[src/rtl/mem_arb.sv]
// Round-robin arbiter sharing one single-ported memory between fetch (read-only) and load/store ports.
// One access issued per cycle, response strobe one cycle after issue; requesters hold req until their rvalid.
module mem_arb #(
  parameter int DEPTH = 512,
  parameter int AW    = 9
) (
  input  logic        clk,
  input  logic        rstn,
  input  logic        if_req,
  input  logic [31:0] if_addr,
  output logic        if_rvalid,
  output logic [31:0] if_rdata,
  output logic        if_err,
  input  logic        ls_req,
  input  logic [31:0] ls_addr,
  input  logic [31:0] ls_wdata,
  input  logic [3:0]  ls_wmask,
  output logic        ls_rvalid,
  output logic [31:0] ls_rdata,
  output logic        ls_err,
  output logic        mem_strb,
  output logic [31:0] mem_addr,
  output logic [31:0] mem_wdata,
  output logic [3:0]  mem_wmask,
  input  logic [31:0] mem_rdata
);

  typedef enum logic {PORT_IF = 1'b0, PORT_LS = 1'b1} port_e;

  logic  rsp_vld;
  port_e rsp_port;
  logic  rsp_err;
  logic  rsp_wr;
  port_e last_gnt;

  logic        if_elig, ls_elig;
  logic        gnt_vld;
  port_e       gnt_port;
  logic [31:0] sel_addr;
  logic [29:0] word;
  logic        in_range;
  logic        is_store;

  always_comb begin
    // A port already being answered this cycle is still holding the request it was granted for.
    if_elig  = if_req && !(rsp_vld && rsp_port == PORT_IF);
    ls_elig  = ls_req && !(rsp_vld && rsp_port == PORT_LS);
    gnt_vld  = if_elig || ls_elig;
    if (if_elig && ls_elig)
      gnt_port = (last_gnt == PORT_IF) ? PORT_LS : PORT_IF;
    else
      gnt_port = ls_elig ? PORT_LS : PORT_IF;
    sel_addr = (gnt_port == PORT_LS) ? ls_addr : if_addr;
    word     = sel_addr[31:2];
    in_range = (word[29:AW] == '0) && ({1'b0, word[AW-1:0]} < (AW+1)'(DEPTH));
    is_store = (gnt_port == PORT_LS) && (ls_wmask != 4'b0);
  end

  always_comb begin
    mem_strb  = 1'b0;
    mem_addr  = 32'b0;
    mem_wdata = 32'b0;
    mem_wmask = 4'b0;
    if (rstn && gnt_vld) begin
      mem_addr = sel_addr;
      if (in_range) begin
        if (is_store) begin
          mem_wmask = ls_wmask;
          mem_wdata = ls_wdata;
        end else begin
          mem_strb = 1'b1;
        end
      end
    end
  end

  always_ff @(posedge clk or negedge rstn) begin
    if (!rstn) begin
      rsp_vld  <= 1'b0;
      rsp_port <= PORT_IF;
      rsp_err  <= 1'b0;
      rsp_wr   <= 1'b0;
      last_gnt <= PORT_IF;
    end else begin
      rsp_vld <= gnt_vld;
      if (gnt_vld) begin
        rsp_port <= gnt_port;
        rsp_wr   <= is_store;
        rsp_err  <= !in_range;
        last_gnt <= gnt_port;
      end
    end
  end

  always_comb begin
    if_rvalid = rsp_vld && (rsp_port == PORT_IF);
    ls_rvalid = rsp_vld && (rsp_port == PORT_LS);
    if_err    = if_rvalid && rsp_err;
    ls_err    = ls_rvalid && rsp_err;
    if_rdata  = (if_rvalid && !rsp_err && !rsp_wr) ? mem_rdata : 32'b0;
    ls_rdata  = (ls_rvalid && !rsp_err && !rsp_wr) ? mem_rdata : 32'b0;
  end

endmodule

[config.mk]
export PLATFORM = sky130hd
export DESIGN_NAME = mem_arb
export DESIGN_NICKNAME = d
export VERILOG_FILES = /design/src/rtl/mem_arb.sv
export SDC_FILE = /design/constraint.sdc
export NUM_CORES = 1
export LEC_CHECK = 0
export ABC_AREA = 1
export BUFFER_PORTS_ARGS = -buffer_cell sky130_fd_sc_hd__buf_2
export CAP_MARGIN = 20
export CORE_AREA = 2 2 107 109
export CTS_CLUSTER_DIAMETER = 50
export DETAILED_ROUTE_END_ITERATION = 16
export DIE_AREA = 0 0 109 111
export PLACE_DENSITY_LB_ADDON = 0.05
export RECOVER_POWER = 50
export SETUP_SLACK_MARGIN = 0.1
export SYNTH_ARGS = -nofsm -noshare
export SYNTH_HDL_FRONTEND = slang
export SYNTH_SLANG_ARGS = --single-unit
[constraint.sdc]
create_clock -name clk -period 4.4 [get_ports clk]
set_input_delay 0.44 -clock clk [delete_from_list [all_inputs] [get_ports clk]]
set_output_delay 0.44 -clock clk [all_outputs]
set_load 0.005 [all_outputs]
==> metrics.txt <==
per-cell routed wire length=11.57 um; Yosys cell types=18; Syn. warnings=0; pwr/cell area=241.3 nW/um2; initial antenna violation count=1; Bufs on Longest Clock Path=2; Crit Path Category=reg -> out; CTS buffer count=3; Post-Syn Nets=496; n_diodes=0; dpl ws=1.453 ns; Synth area leader=nand2_1; port buffer count=272; largest net degree at the start of global routing=39; Synth top area share=26.33%; max-cap violations=0; Clk pwr share=approximately a fifth; most frequent cells in the layout=buf_2 (208), nand2_1 (115), nor2_1 (100); Nets=755; Yosys reg bits=4; most common cell after layout, fill and taps aside=buf_2; Hold WC Path Type=in -> async; Hold Fails Final Rpt=0; DP Wirelength=7378 um; Psw=0.0003832 W; Mean Syn Cell Area=~4.5 um2; initial core utilization=14.67%; routed via count divided by cell count=3.962; total wire length=8796 um; Top Ports=273; grt total ovfl=0; clock latency on the worst-skew pair=0.22 ns; first-pass GRT wire length=12500 um; Post-DP Area=about 3100 um2; WP data arrival=2.80 ns; final setup fails=0; Crit path required time=a little under 4 ns; DR pass1 iterations=4; cts hold-fix bufs=0; Setup TNS Final=0 ns; status=finished clean; Final WS setup=1.165 ns; H-tree lvl count=1; setup slack, reg-to-reg=1.84 ns; Max-slew headroom=about two fifths; die area=12100 um2; FFs w/ async S/R, synth=100.0%; die height=111 um; core area=11080 um2; Crit Path Max Fanout=38; RSZ-0062 raised after global routing=no; Synth Instances=between 300 and 400; row cnt=39; fin area=roughly 3000 um2; die width=about 110 um; drt first-iter violations=approximately 150; Cell Int Power=0.0003616 W; Reg power frac=roughly 8.1%; DRC viols=0; Antenna Nets Post-Route=0; r2r startpoint=rsp_port; Seq/Total Area, Yosys=about 6%; GRT Util Overall=12.92%; Comb pwr share=73.2%; Leakage=around 1.9 nW; WHS=0.09465 ns; maximum VDD drop=91.14 uV; Finished Layout Cells=760; period utilization=73.52%; skew final=0.0007085 ns; Max Slew Vio Count=0; post-CTS sizing=0; Root Driver=clkbuf_16; Worst-path clk slew=0.03 ns; layout cell share with drive strength beyond 1=40.03%; element type at the critical path start=flip-flop; Area Overhead vs Synth=89.92%; switching fraction of total power=51.45%; minimum clock period=between 3 and 4 ns; Synth area leaders=nand2_1 (26%), nor2_1 (23%), inv_1 (10%), a21oi_1 (8.3%), nor2_2 (7.7%); clk sinks=4; CTS tree=yes; Post-synth top flop=dfrtp_1; DR vias=approximately 3000; FF-to-FF End=rsp_err; GPL Wtd Cong=0.7264; r2r worst-path depth=11; Post-Syn Area=between 1500 and 2000 um2; fmax=309.1 MHz; vias in the first global route=roughly 2600; CP Capture Type=output pin; EDFF count, synth=0; worst-margin pin slew=0.8932 ns; placed insts=757; setup repair bufs after CTS=0
-- cell usage after synthesis (2+ instances only) --
library cell and number:
nand2_1 114, nor2_1 100, inv_1 44, a21oi_1 27, nor2_2 20, clkbuf_1 12, nand4_1 11, buf_2 7
nand3_1 6, dfrtp_1 4, o21ai_1 4, buf_4 2, buf_6 2, nand2_2 2, o21ai_0 2
-- per-layer routing --
layer  wire, um  track usage [%]  vias to the layer above
met5         13                0                        -
met4         94            2.479                        2
met3        971            3.586                       10
met2       4570            26.17                      152
met1       3145            12.56                     1250
li1           -                -                     1597
-- metrics by stage --
step                power (W)  utilization (%)
finish              0.0007448            27.87
global route        0.0008389            27.87
detailed placement  0.0006558            28.26
floorplan           0.0003877                -
CTS                 0.0007978            28.94
global placement    0.0006439            27.76
-- cells by family (layout without fill, tap and decap cells) --
logic type             Yosys count  after routing  share of synthesized area (%)
buffers and inverters           67            324                          17.40
and+or+nand+nor                255            255                          65.74
AOI/OAI and AO/OA               34             34                          10.70
DFF                              4              4                          6.159
-- power groups by stage --
stage	sequential, W	clock [W]	combinational, W
2_1_floorplan	0.0000598	0	0.000328
3_3_place_gp	0.0000628	0	0.000581
3_5_place_dp	0.0000624	0	0.000593
4_1_cts	0.0000619	0.000142	0.000594
5_1_grt	0.0000619	0.000144	0.000633
6_report	0.0000601	0.000139	0.000545
-- sequential cells by signal, indices dropped and copies added, names as in the netlist --
signal and cells:
rsp_port 1, rsp_wr 1, rsp_vld 1, rsp_err 1
-- worst max-delay path by stage --
stage             start            end  slack [ns]  cells past startpoint
2_1_floorplan    if_req  mem_wdata[15]        2.30                     10
3_3_place_gp     if_req   mem_wdata[8]        1.47                     10
3_5_place_dp     if_req   mem_wdata[3]        1.45                     10
4_1_cts        rsp_port   mem_wdata[3]        1.29                     11
5_1_grt        rsp_port  mem_wdata[20]        0.85                      9
6_report       rsp_port   mem_wdata[3]        1.16                     11
-- critical path, stage by stage (launching register included) --
cell,delay (ns)
dfrtp_1,0.39
nand2_1,0.39
nand2_1,0.21
nor2_4,0.42
nand2_1,0.10
nand2_1,0.10
nand3_1,0.15
nor2_1,0.17
nand3_2,0.08
buf_4,0.28
nor2_1,0.16
buf_2,0.12
-- final cells by class --
type / instances / area, um2
repair buffers: 277 / 1323
clock buffers: 3 / 75.07
inverters: 44 / 165.2
fillers: 1378 / 7990
multi-input cells: 289 / 1245
well taps: 143 / 178.9
flip-flops and latches: 4 / 100.1
Note: power is estimated with default switching activity, not from simulation.
